--- config.mk ---
export PLATFORM = sky130hd
export DESIGN_NAME = bcd_display_scanner
export DESIGN_NICKNAME = d
export VERILOG_FILES = /design/src/rtl/bcd_display_scanner_pkg.sv /design/src/rtl/display_tick_gen.sv /design/src/rtl/bcd_display_scanner.sv
export SDC_FILE = /design/constraint.sdc
export NUM_CORES = 1
export LEC_CHECK = 0
export ABC_AREA = 1
export CORE_MARGIN = 4
export CORE_UTILIZATION = 59
export CTS_BUF_LIST = sky130_fd_sc_hd__clkbuf_8
export CTS_CLUSTER_SIZE = 10
export DETAILED_ROUTE_END_ITERATION = 10
export HOLD_SLACK_MARGIN = 0.02
export PLACE_DENSITY_LB_ADDON = 0.12
export SLEW_MARGIN = 20
export SYNTH_ARGS = -nofsm -noshare
export SYNTH_HDL_FRONTEND = slang
export SYNTH_SLANG_ARGS = --single-unit
--- constraint.sdc ---
create_clock -name clk -period 2.4 [get_ports clk]
set_input_delay 0.6 -clock clk [delete_from_list [all_inputs] [get_ports clk]]
set_output_delay 0.6 -clock clk [all_outputs]
set_load 0.05 [all_outputs]
--- src/rtl/bcd_display_scanner_pkg.sv ---
// rtl/bcd_display_scanner_pkg.sv - shared constants for the display scanner and its decoder
package bcd_display_scanner_pkg;

  localparam int DEFAULT_NUM_DIGITS  = 4;
  localparam int DEFAULT_REFRESH_DIV = 1000;
  localparam int MAX_DIGITS          = 8;

  localparam logic [3:0] BCD_MAX   = 4'd9;
  localparam logic [3:0] BCD_BLANK = 4'd0;

  // Wide enough for the largest display; users slice off NUM_DIGITS bits.
  localparam logic [MAX_DIGITS-1:0] DIGIT_OFF = '1;

endpackage

--- src/rtl/display_tick_gen.sv ---
// rtl/display_tick_gen.sv - free-running prescaler producing a one-cycle tick every DIV clocks
module display_tick_gen #(
  parameter int DIV = 1000
) (
  input  logic clk,
  input  logic rst,
  output logic tick
);

  localparam int CNT_W = (DIV > 1) ? $clog2(DIV) : 1;
  localparam logic [CNT_W-1:0] LAST = CNT_W'(DIV - 1);

  logic [CNT_W-1:0] count;

  always_ff @(posedge clk) begin
    if (rst) begin
      count <= '0;
    end else if (count == LAST) begin
      count <= '0;
    end else begin
      count <= count + 1'b1;
    end
  end

  assign tick = (count == LAST);

endmodule

--- src/rtl/bcd_display_scanner.sv ---
// rtl/bcd_display_scanner.sv - time-multiplexed BCD digit scanner with frame latch and blanking
module bcd_display_scanner
  import bcd_display_scanner_pkg::*;
#(
  parameter int NUM_DIGITS  = DEFAULT_NUM_DIGITS,
  parameter int REFRESH_DIV = DEFAULT_REFRESH_DIV
) (
  input  logic                    clk,
  input  logic                    rst,
  input  logic [4*NUM_DIGITS-1:0] digits_in,
  input  logic                    blank_lz,
  output logic [3:0]              bcd_out,
  output logic [NUM_DIGITS-1:0]   digit_en_n,
  output logic                    bcd_err,
  output logic                    frame_start
);

  localparam int IDX_W = $clog2(NUM_DIGITS);
  localparam logic [IDX_W-1:0] LAST_IDX = IDX_W'(NUM_DIGITS - 1);
  localparam logic [NUM_DIGITS-1:0] OFF = DIGIT_OFF[NUM_DIGITS-1:0];

  logic                    tick;
  logic                    tick_d;
  logic                    load_pending;
  logic [IDX_W-1:0]        idx;
  logic [4*NUM_DIGITS-1:0] shadow;
  logic [4*NUM_DIGITS-1:0] view;
  logic [3:0]              cur;
  logic                    cur_lz;
  logic                    lz_run;
  logic                    blanked;
  logic [NUM_DIGITS-1:0]   en_n;

  display_tick_gen #(.DIV(REFRESH_DIV)) u_tick (
    .clk  (clk),
    .rst  (rst),
    .tick (tick)
  );

  always_ff @(posedge clk) begin
    if (rst) begin
      idx          <= '0;
      shadow       <= '0;
      load_pending <= 1'b1;
      tick_d       <= 1'b0;
    end else begin
      load_pending <= 1'b0;
      tick_d       <= tick;
      if (tick) begin
        idx <= (idx == LAST_IDX) ? '0 : idx + 1'b1;
      end
      if (load_pending || (tick && idx == LAST_IDX)) begin
        shadow <= digits_in;
      end
    end
  end

  // The first slot after reset reads the word being latched on that same edge,
  // so the opening frame never shows the cleared shadow.
  assign view = load_pending ? digits_in : shadow;

  always_comb begin
    cur    = BCD_BLANK;
    cur_lz = 1'b0;
    lz_run = 1'b1;
    en_n   = OFF;
    for (int i = NUM_DIGITS - 1; i >= 0; i--) begin
      lz_run = lz_run && (view[4*i +: 4] == 4'd0);
      if (IDX_W'(i) == idx) begin
        cur     = view[4*i +: 4];
        cur_lz  = lz_run && (i != 0);
        en_n[i] = 1'b0;
      end
    end
    blanked = (blank_lz && cur_lz) || (cur > BCD_MAX);
  end

  always_ff @(posedge clk) begin
    if (rst) begin
      bcd_out     <= BCD_BLANK;
      digit_en_n  <= OFF;
      bcd_err     <= 1'b0;
      frame_start <= 1'b0;
    end else begin
      bcd_out     <= blanked ? BCD_BLANK : cur;
      digit_en_n  <= blanked ? OFF : en_n;
      bcd_err     <= (cur > BCD_MAX);
      frame_start <= (load_pending || tick_d) && (idx == '0);
    end
  end

endmodule

### Word-level counts from Yosys, hierarchy flattened

Index checks and enable logic that the tools add are counted.

| storage, ports and cells | value |
|---|---|
| register bits | 40 |
| output and inout port bits | 10 |

| operators by class | value |
|---|---|
| $lt $le $gt $ge | 1 |
| add/subtract/negate cells | 2 |
| equal/unequal tests | 5 |
| reduce and logical (&&, ||, !) cells | 14 |
| muxes and demuxes | 15 |

Operators with widths:

| kind | number |
|---|---|
| $mux 16 | 1 |
| $mux 4 | 4 |
| $logic_not 4->1 | 3 |
| $add 10x1->10 const B | 1 |
| $eq 10x10->1 const B | 1 |
| $mux 1 | 9 |
| $logic_and 1x1->1 | 5 |
| $eq 2x2->1 const A | 2 |
| $gt 4x4->1 const B | 1 |
| $reduce_or 2->1 | 2 |
| $logic_or 1x1->1 | 3 |
| $add 2x1->2 const B | 1 |
| $eq 1x2->1 const A | 1 |
| $eq 2x2->1 const B | 1 |
| $logic_not 2->1 | 1 |
| $mux 2 | 1 |

### Longest topological paths before layout

Gate-level depths: netlist (run 1).

| logic depth | value |
|---|---|
| depth in word-level cells | 9 |
| gate-level depth with buffers | 13 |

### Modules after synthesis

Synthesis (run 1) repeated with hierarchy kept, for this count alone.

| second synthesis, totals | value |
|---|---|
| cells, all modules | 280 |
| area total of the unflattened synthesis | 1911.8 um^2 |

Modules (own cells, without submodules):

| module | instances | cells an instance | area an instance (um^2) |
|---|---|---|---|
| bcd_display_scanner | 1 | 218 | 1455.1 |
| display_tick_gen | 1 | 62 | 456.7 |

### Worst setup path after synthesis (run 1)

OpenSTA, ideal clock, no wires.

| timing path | value |
|---|---|
| kind | register -> register |
| start point | register idx[0] |
| end point | register bcd_out[1] |
| buffers on the path | 0 |
| cell stages (with the launch flop) | 11 |
| slack | 921 ps |
| library setup time | 118 ps |
| data required time | 2282 ps |
| arrival time | 1360 ps |
| cells stage by stage | dfxtp_1 -> inv_1 -> ha_1 -> nor2_1 -> nand2_1 -> nand3_1 -> nand3_1 -> nand2_1 -> nand2_2 -> nand2_2 -> nor2_1 |

| on the way | value |
|---|---|
| longest elaborated chain between the ends | 8 |
| elaborated cells on any way between the ends | 16 |
| those cells by class | order compare: 1; eq/ne: 3; mux: 8; reduce/logical: 4 |

Ends and longest elaborated chain:

| item | RTL line | RTL |
|---|---|---|
| start, declared | bcd_display_scanner.sv:25 | `logic [IDX_W-1:0] idx;` |
| start signal, assigned | bcd_display_scanner.sv:50 | `idx <= (idx == LAST_IDX) ? '0 : idx + 1'b1;` |
| $eq 2x2->1 | bcd_display_scanner.sv:69 | `if (IDX_W'(i) == idx) begin` |
| $mux 4 or $mux 1 (tied branches) (4 in a row) | bcd_display_scanner.sv:69 |  |
| $gt 4x4->1 or $logic_and 1x1->1 (tied branches) | bcd_display_scanner.sv:75 | `blanked = (blank_lz && cur_lz) \|\| (cur > BCD_MAX);` |
| $logic_or 1x1->1 | bcd_display_scanner.sv:75 |  |
| $reduce_or 2->1 (no source line) | n/a |  |
| end signal, assigned | bcd_display_scanner.sv:85 | `bcd_out <= blanked ? BCD_BLANK : cur;` |
| end, declared | bcd_display_scanner.sv:12 | `output logic [3:0] bcd_out,` |

Parallel ways exist; a longest one is shown, timed or not.
A chain may end at the register's enable or synchronous reset.

### Worst setup path in the final report (run 1)

| timing path | value |
|---|---|
| start point | register digit_en_n[0] |
| end point | output digit_en_n[0] |

RTL lines:

| item | RTL line | RTL |
|---|---|---|
| start, declared | bcd_display_scanner.sv:13 | `output logic [NUM_DIGITS-1:0] digit_en_n,` |
| start signal, assigned | bcd_display_scanner.sv:86 | `digit_en_n <= blanked ? OFF : en_n;` |

No word-level cell between the ends.

==> impl_metrics.env, run 1 <==
export IMPL_nets=319
export IMPL_cts_hold_buffers_added=0
export IMPL_reg2reg_from="idx[0]"
export IMPL_htreeDepth=2
export IMPL_synth_seq_cells=40
export IMPL_r2r_end="bcd_out[0]"
export IMPL_tns_ns=0
export IMPL_grt_max_degree=27
export IMPL_p_clk_share_pct=31.3
export IMPL_cpPeakStageDelay_ns=0.80
export IMPL_rows=20
export IMPL_required_ns=1.80
export IMPL_die_y_um=63.9
export IMPL_crit_family="buffers and inverters"
export IMPL_final_fill_count=268
export IMPL_hold_class="flip-flop to flip-flop"
export IMPL_vias=1736
export IMPL_maxSlewHeadroom_pct=66.8
export IMPL_holdPathEnd="u_tick.count[0]"
export IMPL_coreArea_um2=3030
export IMPL_status="finished, final reports clean"
export IMPL_worstMarginPinSlew_ns=0.496
export IMPL_fmax_mhz=496
export IMPL_crit_slowest_cell="clkdlybuf4s50_1"
export IMPL_comb_power_share_pct=14.3
export IMPL_setup_violations_final=0
export IMPL_clock_sinks=40
export IMPL_root_buffer="clkbuf_8"
export IMPL_synth_nets=290
export IMPL_end_kind="primary output"
export IMPL_dr_pass1_iters=4
export IMPL_postRouteWirelength_um=3930
export IMPL_drive_gt1_share_pct=5.42
export IMPL_cts_resized=0
export IMPL_swShare_pct=25.9
export IMPL_seq_area_frac_synth_pct=43.4
export IMPL_fin_crit_ns=2.02
export IMPL_reg2reg_slack_ns=0.59
export IMPL_fin_util_pct=73.8
export IMPL_place_port_buffers=28
export IMPL_cp_num_buf_inv=1
export IMPL_regArea_um2=801
export IMPL_die_w_um=63.9
export IMPL_rsz0062_at_grt="no"
export IMPL_synth_top_flop_cell="dfxtp_1"
export IMPL_grt_util_all_layers_pct=21.4
export IMPL_ant_nets=0
export IMPL_diodes=0
export IMPL_drv_cap=0
export IMPL_synth_edf_count=0
export IMPL_ys_types=23
export IMPL_worst_path_max_fanout=1
export IMPL_hold_depth=1
export IMPL_grt_pass1_vias=1671
export IMPL_post_route_period_util_pct=84.1
export IMPL_p_leak_nw=0.964
export IMPL_crit_chain="clkdlybuf4s50_1"
export IMPL_path_clk_slew_ns=0.07
export IMPL_switchingPower_mw=0.335
export IMPL_initial_core_util_pct=60.9
export IMPL_avgViaCountPerCell=5.12
export IMPL_ir_drop_uv=465
export IMPL_async_reset_ff_share_pct=0
export IMPL_gp_congestion=0.892
export IMPL_cts_tree="built"
export IMPL_start_kind="flip-flop"
export IMPL_drt_iter0_markers=116
export IMPL_antenna_found_initial=0
export IMPL_numCtsBuffers=5
export IMPL_skew_ns=0.00393
export IMPL_wire_per_inst_um=11.6
export IMPL_seqPwrFrac_pct=54.4
export IMPL_synth_area_leaders="dfxtp_1, nand2_1, nand3_1, a21oi_1, nor2_1"
export IMPL_drv_slew=0
export IMPL_p_int_mw=0.961
export IMPL_synth_area_per_cell_um2=6.93
export IMPL_grt_first_pass_wirelength_um=6870
export IMPL_drc=0
export IMPL_fin_hold_ws_ns=0.455
export IMPL_syn_to_final_growth_pct=21.2
export IMPL_hold_viol_final=0
export IMPL_netlist_area_leader_share_pct=43.4
export IMPL_clkLatencyLatePin_ns=0.29
export IMPL_die_area_um2=4080
export IMPL_hold_start="u_tick.count[0]"
export IMPL_syn_inst=266
export IMPL_cts_setup_buffers=0
export IMPL_grt_overflow_total=0
export IMPL_multi_input_area_um2=906
export IMPL_io_pins=29
export IMPL_ff2ff_path_depth=10
export IMPL_powerDensity_nw_per_um2=580
export IMPL_cp_arrival_ns=1.42
export IMPL_yosysTopAreaCell="dfxtp_1"
export IMPL_hpwl_um=2870
export IMPL_yosys_warnings=0
export IMPL_path_class="flip-flop to primary output"
export IMPL_clock_path_buffers=2
export IMPL_synth_area_um2=1840
[synth_stat cells (all sizes together), types with 2 or more instances]
library cell / number
nor3: 6
ha: 5
a31oi: 2
a21oi: 23
dfxtp: 40
nand2: 78
nand4: 2
nor2: 29
nand3: 33
xor2: 2
inv: 23
o21ai: 9
buf: 7
clkbuf: 3
[metrics by stage]
step	cell area [um2]	power (mW)	worst slack [ns]	cells
global route	2240	1.36	0.353	339
CTS	2240	1.31	0.376	339
detailed placement	2160	0.905	0.468	332
finish	2240	1.30	0.383	339
floorplan	1840	0.837	0.921	266
global placement	2160	0.902	0.484	332
[worst max path at each step]
stage	from	to	slack (ns)	depth (start not counted)
2_1_floorplan	idx[0]	bcd_out[1]	0.92	10
3_3_place_gp	digits_in[5]	bcd_out[3]	0.48	10
3_5_place_dp	digits_in[5]	bcd_out[0]	0.47	10
4_1_cts	digit_en_n[0]	digit_en_n[0]	0.38	1
5_1_grt	bcd_out[1]	bcd_out[1]	0.35	1
6_report	digit_en_n[0]	digit_en_n[0]	0.38	1
[cell type report]
cell class              instances  share of cell area [%]
multi-input cells             193                    40.5
flip-flops and latches         40                    35.8
repair buffers                 32                    13.9
inverters                      23                    3.86
clock buffers                   5                    3.08
well taps                      44                    2.46
clock inverters                 2                   0.392
[power groups by stage]
stage | Sequential, mW | Combinational (mW) | Clock, mW
floorplan | 0.748 | 0.0894 | 0
global placement | 0.719 | 0.183 | 0
detailed placement | 0.720 | 0.185 | 0
CTS | 0.705 | 0.186 | 0.415
global route | 0.709 | 0.205 | 0.444
finish | 0.705 | 0.185 | 0.405
[state kept, by name (all words and copies together) (netlist names)]
| name | cells |
|---|---|
| bcd_err | 1 |
| frame_start | 1 |
| u_tick.count | 10 |
| load_pending | 1 |
| tick_d | 1 |
| digit_en_n | 4 |
| bcd_out | 4 |
| shadow | 16 |
| idx | 2 |
[per-layer routing]
metal | global-route usage, % | share of wire [%]
met5 | 0 | 0
met4 | 11.1 | 2.8
met3 | 5.98 | 4.7
met2 | 36.5 | 48
met1 | 24.1 | 45
[kinds of logic after synthesis]
kind of cell	share of synthesized area [%]
flops	43.4
buf+inv	7.46
simple gates	33.6
compound gates	10.7
fa+ha+maj	3.39
xor+xnor	1.42
[cells in the final DEF, fill, tap and decap left out, drive strengths merged, types with 5 or more instances in the layout]
master	instances
nor2	29
ha	5
nand2	78
inv	24
o21ai	9
clkbuf	5
nand3	33
nor3	6
clkdlybuf4s50	28
dfxtp	40
a21oi	23
No activity file was read; power rests on OpenSTA's default activity.
==> run 2, diff against run 1 <==
--- a/config.mk
+++ b/config.mk
@@ -7,7 +7,7 @@
 export LEC_CHECK = 0
 export ABC_AREA = 1
 export CORE_MARGIN = 4
-export CORE_UTILIZATION = 59
+export CORE_UTILIZATION = 50
 export CTS_BUF_LIST = sky130_fd_sc_hd__clkbuf_8
 export CTS_CLUSTER_SIZE = 10
 export DETAILED_ROUTE_END_ITERATION = 10
==> constraint.sdc (replaced) <==
create_clock -name clk -period 1.8 [get_ports clk]
set_input_delay 0.45 -clock clk [delete_from_list [all_inputs] [get_ports clk]]
set_output_delay 0.45 -clock clk [all_outputs]
set_load 0.05 [all_outputs]
==> run 2 against run 1 <==
Effect of this change: final area rose by 5.4%; sequential share of layout area fell by 1.7 points; clock-buffer cell count rose by 2; clock skew barely moved; register-to-register slack got worse by 0.38 ns; utilization fell by 5.4 points; die area rose by 16%; power rose by 53%; hold slack got worse by 0.0055 ns; largest power group unchanged.
==> impl_metrics.env, run 2 (synthesis results as in run 1) <==
export IMPL_worstMarginPinSlew_ns=0.400
export IMPL_crit_family="simple AND/OR/NAND/NOR gates"
export IMPL_hold_class="flip-flop to flip-flop"
export IMPL_largestRegisters="shadow x16, u_tick.count x10"
export IMPL_avgViaCountPerCell=4.95
export IMPL_total_power_mw=1.98
export IMPL_setup_violations_final=0
export IMPL_hold_viol_final=0
export IMPL_worst_path_max_fanout=8
export IMPL_antenna_found_initial=0
export IMPL_postRouteWirelength_um=4090
export IMPL_htreeDepth=2
export IMPL_clkLatencyLatePin_ns=0.29
export IMPL_clock_path_buffers=2
export IMPL_path_class="flip-flop to flip-flop"
export IMPL_die_y_um=68.7
export IMPL_crit_chain="inv_2, ha_1, inv_2, nand4_1, nor2_1, nand3_1, nand2_1, inv_1, nand2_2, nor2_1"
export IMPL_fmax_mhz=627
export IMPL_nets=327
export IMPL_p_leak_nw=1.03
export IMPL_ant_nets=0
export IMPL_drive_gt1_share_pct=14.8
export IMPL_setup_slack_ns=0.205
export IMPL_grt_pass1_vias=1697
export IMPL_crit_slowest_cell="dfxtp_2"
export IMPL_numCtsBuffers=5
export IMPL_clock_sinks=40
export IMPL_final_common_cell="nand2_1"
export IMPL_final_fill_count=312
export IMPL_gp_congestion=0.944
export IMPL_drc=0
export IMPL_drv_cap=0
export IMPL_post_route_period_util_pct=88.6
export IMPL_powerDensity_nw_per_um2=841
export IMPL_hpwl_um=3000
export IMPL_grt_first_pass_wirelength_um=6910
export IMPL_die_w_um=68.7
export IMPL_path_clk_slew_ns=0.07
export IMPL_pre_cts_slack_ns=0.0148
export IMPL_syn_to_final_growth_pct=27.7
export IMPL_diodes=0
export IMPL_root_buffer="clkbuf_8"
export IMPL_grt_max_degree=27
export IMPL_vias=1733
export IMPL_tns_ns=0
export IMPL_wire_per_inst_um=11.7
export IMPL_io_pins=29
export IMPL_rows=21
export IMPL_rsz0062_at_grt="no"
export IMPL_dr_pass1_iters=4
export IMPL_grt_overflow_total=0
export IMPL_drt_iter0_markers=116
export IMPL_ir_drop_uv=646
export IMPL_largest_register="shadow"
export IMPL_cp_arrival_ns=1.78
export IMPL_drv_slew=0
export IMPL_cpPeakStageDelay_ns=0.38
export IMPL_skew_ns=0.00380
export IMPL_start_kind="flip-flop"
export IMPL_die_area_um2=4720
export IMPL_cts_hold_buffers_added=0
export IMPL_maxSlewHeadroom_pct=73.3
export IMPL_fin_crit_ns=1.59
export IMPL_layout_common_cells="nand2_1, dfxtp_1, nand3_1, nor2_1, buf_4"
export IMPL_place_port_buffers=28
export IMPL_initial_core_util_pct=53.6
export IMPL_cts_tree="built"
export IMPL_coreArea_um2=3440
export IMPL_required_ns=1.98
export IMPL_cp_num_buf_inv=3
export IMPL_end_kind="flip-flop"
export IMPL_status="finished, final reports clean"
export IMPL_grt_util_all_layers_pct=19.4
export IMPL_largest_reg_flops=16
[run 2: per-stage QoR]
step	utilization, %	std cells	hold WS (ns)	area (um2)
2_1_floorplan	-	266	0.418	1840
3_3_place_gp	63.6	341	0.430	2190
3_5_place_dp	63.6	341	0.439	2190
4_1_cts	67.2	349	0.450	2310
5_1_grt	68.4	350	0.474	2360
6_report	68.4	350	0.450	2360
[run 2: final timing paths]
path / from / endpoint / slack, ns / cells after the start
setup reg to reg: idx[0] / bcd_out[0] / 0.21 / 10
setup / recovery: idx[0] / bcd_out[0] / 0.21 / 10
hold reg to reg: u_tick.count[0] / u_tick.count[0] / 0.45 / 1
hold / removal: u_tick.count[0] / u_tick.count[0] / 0.45 / 1
[run 2: layout make-up]
class / count / area [um2] / share of cell area, %
Clock buffer: 7 / 96.3 / 4.09
Sequential cell: 40 / 803 / 34.1
Tap cell: 46 / 57.6 / 2.44
Multi-Input combinational cell: 193 / 937 / 39.8
Timing Repair Buffer: 40 / 345 / 14.7
Inverter: 23 / 86.3 / 3.66
Clock inverter: 1 / 30.0 / 1.27
[run 2: metal layers]
metal | GRT usage, % | wire, um | part of all wire, %
met4 | 7.79 | 46 | 1.1
met3 | 4.21 | 188 | 4.6
met1 | 22.7 | 1890 | 46
met2 | 34.2 | 1960 | 48
met5 | 0 | 0 | 0
[run 2: worst register-to-register path: stages (launching register included)]
cell,delay (ns)
dfxtp_2,0.38
inv_2,0.08
ha_1,0.25
inv_2,0.15
nand4_1,0.11
nor2_1,0.13
nand3_1,0.10
nand2_1,0.07
inv_1,0.08
nand2_2,0.10
nor2_1,0.04
[run 2: where the power goes]
part           internal [mW]  switching (mW)
Clock                  0.489           0.302
Sequential             0.923          0.0163
Combinational          0.103           0.148
Total                   1.52           0.466
[run 2: timing repair]
item,in CTS,in global routing
setup buffers,0,1
gates resized for setup,0,11
hold endpoints to repair,0,0
endpoints found under the setup margin,0,8
==> run 3, diff against run 2 <==
==> constraint.sdc (replaced) <==
create_clock -name clk -period 1.4 [get_ports clk]
set_input_delay 0.35 -clock clk [delete_from_list [all_inputs] [get_ports clk]]
set_output_delay 0.35 -clock clk [all_outputs]
set_load 0.05 [all_outputs]
==> run 3 against run 2 <==
Effect of this change: the run now ends with setup timing left; hold slack gained 0.016 ns; fmax grew 1.9%; setup slack lost 0.37 ns; routed wire length grew 39%; die area is the same; first-iteration DRC count grew 44%; clock skew grew 0.0024 ns; critical endpoint is now bcd_out[3].
==> impl_metrics.env, run 3 (synthesis results as in run 1) <==
export IMPL_status="complete, but fails checks"
export IMPL_violations="setup timing"
export IMPL_worstMarginPinSlew_ns=0.411
export IMPL_wire_per_inst_um=14.8
export IMPL_numCtsBuffers=5
export IMPL_place_port_buffers=28
export IMPL_largest_register="shadow"
export IMPL_drv_slew=0
export IMPL_ant_nets=0
export IMPL_path_clk_slew_ns=0.07
export IMPL_regArea_um2=813
export IMPL_setup_violations_final=21
export IMPL_largestRegisters="shadow x16, u_tick.count x10"
export IMPL_clock_path_buffers=2
export IMPL_rsz0062_at_grt="yes"
export IMPL_layout_common_cells="nand2_1, buf_4, dfxtp_1, nand3_1, nor2_1"
export IMPL_total_power_mw=2.52
export IMPL_required_ns=1.60
export IMPL_final_fill_count=198
export IMPL_die_area_um2=4720
export IMPL_cts_tree="built"
export IMPL_drv_cap=0
export IMPL_clkLatencyLatePin_ns=0.30
export IMPL_cts_hold_buffers_added=0
export IMPL_hpwl_um=3420
export IMPL_root_buffer="clkbuf_8"
export IMPL_skew_ns=0.00624
export IMPL_die_y_um=68.7
export IMPL_switchingPower_mw=0.665
export IMPL_postRouteWirelength_um=5700
export IMPL_reg2reg_slack_ns=-0.17
export IMPL_worst_path_max_fanout=6
export IMPL_clock_sinks=40
export IMPL_cpMostUsedCell="nor2_1"
export IMPL_p_clk_share_pct=32.6
export IMPL_seqPwrFrac_pct=48.6
export IMPL_finalInstanceArea_um2=2950
export IMPL_die_w_um=68.7
export IMPL_post_route_period_util_pct=112
export IMPL_grt_pass1_vias=1808
export IMPL_grt_overflow_total=0
export IMPL_drt_iter0_markers=167
export IMPL_crit_slowest_cell="dfxtp_4"
export IMPL_dr_pass1_iters=5
export IMPL_fin_util_pct=85.8
export IMPL_htreeDepth=2
export IMPL_grt_util_all_layers_pct=22.3
export IMPL_coreArea_um2=3440
export IMPL_cp_num_buf_inv=3
export IMPL_grt_max_degree=23
export IMPL_nets=363
export IMPL_placed_cell_area_um2=2550
export IMPL_tns_ns=-1.29
export IMPL_avgViaCountPerCell=5.48
export IMPL_comb_power_share_pct=18.8
export IMPL_io_pins=29
export IMPL_gp_congestion=0.893
export IMPL_swShare_pct=26.4
export IMPL_cpPeakStageDelay_ns=0.37
export IMPL_fmax_mhz=639
export IMPL_syn_to_final_growth_pct=60.0
export IMPL_p_int_mw=1.85
export IMPL_ir_drop_uv=820
export IMPL_crit_chain="buf_6, ha_4, inv_2, nand2_4, nor2_2, nor2_1, nand2_1, nor2_1, nand3_1, nand2_1, inv_2, nand2_4, nor2_1"
export IMPL_fin_hold_ws_ns=0.466
export IMPL_drive_gt1_share_pct=34.5
export IMPL_maxSlewHeadroom_pct=72.3
export IMPL_path_class="flip-flop to flip-flop"
export IMPL_powerDensity_nw_per_um2=854
export IMPL_largest_reg_flops=16
export IMPL_hold_viol_final=0
export IMPL_hold_class="flip-flop to flip-flop"
export IMPL_start_kind="flip-flop"
export IMPL_grt_first_pass_wirelength_um=7760
export IMPL_drc=0
export IMPL_fin_crit_ns=1.57
export IMPL_antenna_found_initial=0
export IMPL_cp_arrival_ns=1.76
export IMPL_end_kind="flip-flop"
export IMPL_setup_slack_ns=-0.165
export IMPL_crit_family="simple AND/OR/NAND/NOR gates"
export IMPL_initial_core_util_pct=53.6
export IMPL_diodes=0
export IMPL_vias=2111
export IMPL_p_leak_nw=1.32
export IMPL_final_common_cell="nand2_1"
export IMPL_multi_input_area_um2=1100
export IMPL_rows=21
[run 3: cell types whose count changed in the layout (fill, tap and decap cells not counted), sizes merged]
| cell | before | now |
|---|---|---|
| buf | 22 | 58 |
| bufinv | 1 | 0 |
[run 3: final timing paths]
| check | startpoint | endpoint | depth (start not counted) |
|---|---|---|---|
| worst max-delay path | idx[1] | bcd_out[3] | 13 |
| worst min-delay path | u_tick.count[9] | u_tick.count[9] | 2 |
| worst max register to register | idx[1] | bcd_out[3] | 13 |
| worst min register to register | u_tick.count[9] | u_tick.count[9] | 2 |
[run 3: worst register-to-register path: stages (launching register included)]
cell and delay, ns:
dfxtp_4 0.37, buf_6 0.10, ha_4 0.18, inv_2 0.06, nand2_4 0.05, nor2_2 0.03
nor2_1 0.08, nand2_1 0.06, nor2_1 0.13, nand3_1 0.11, nand2_1 0.09, inv_2 0.07
nand2_4 0.08, nor2_1 0.05
[run 3: final cells by class]
| class | count | area share, % |
|---|---|---|
| clock buffer | 7 | 3.26 |
| tap | 46 | 1.95 |
| inverter | 23 | 3.26 |
| sequential | 40 | 27.6 |
| timing repair buffer | 76 | 26.8 |
| multi-input combinational | 193 | 37.1 |
[run 3: power groups by stage]
| stage | Sequential, mW | Clock, mW | Combinational, mW |
|---|---|---|---|
| global placement | 1.24 | 0 | 0.397 |
| detailed placement | 1.24 | 0 | 0.405 |
| CTS | 1.22 | 0.828 | 0.426 |
| floorplan | 1.28 | 0 | 0.154 |
| finish | 1.22 | 0.822 | 0.474 |
| global route | 1.23 | 0.874 | 0.507 |
[run 3: per-layer routing]
layer	GRT usage, %	vias to the layer above	wire [um]
met1	23.7	993	2090
li1	-	1001	-
met2	40.9	92	3040
met4	8.03	0	196
met5	0	-	0
met3	6.97	25	371
[run 3: repair_timing]
action                                  in CTS  in global routing
resized for setup                           28                 41
gates cloned                                 1                  0
setup buffers                                5                  7
endpoints found under the setup margin      18                 36
pin swaps                                    8                 16
[run 3: metrics by stage]
step,setup slack [ns],std cells
after floorplan,0.00274,266
after global placement,-0.234,366
after detailed placement,-0.338,366
after CTS,-0.124,379
after global routing,-0.219,385
final,-0.165,385
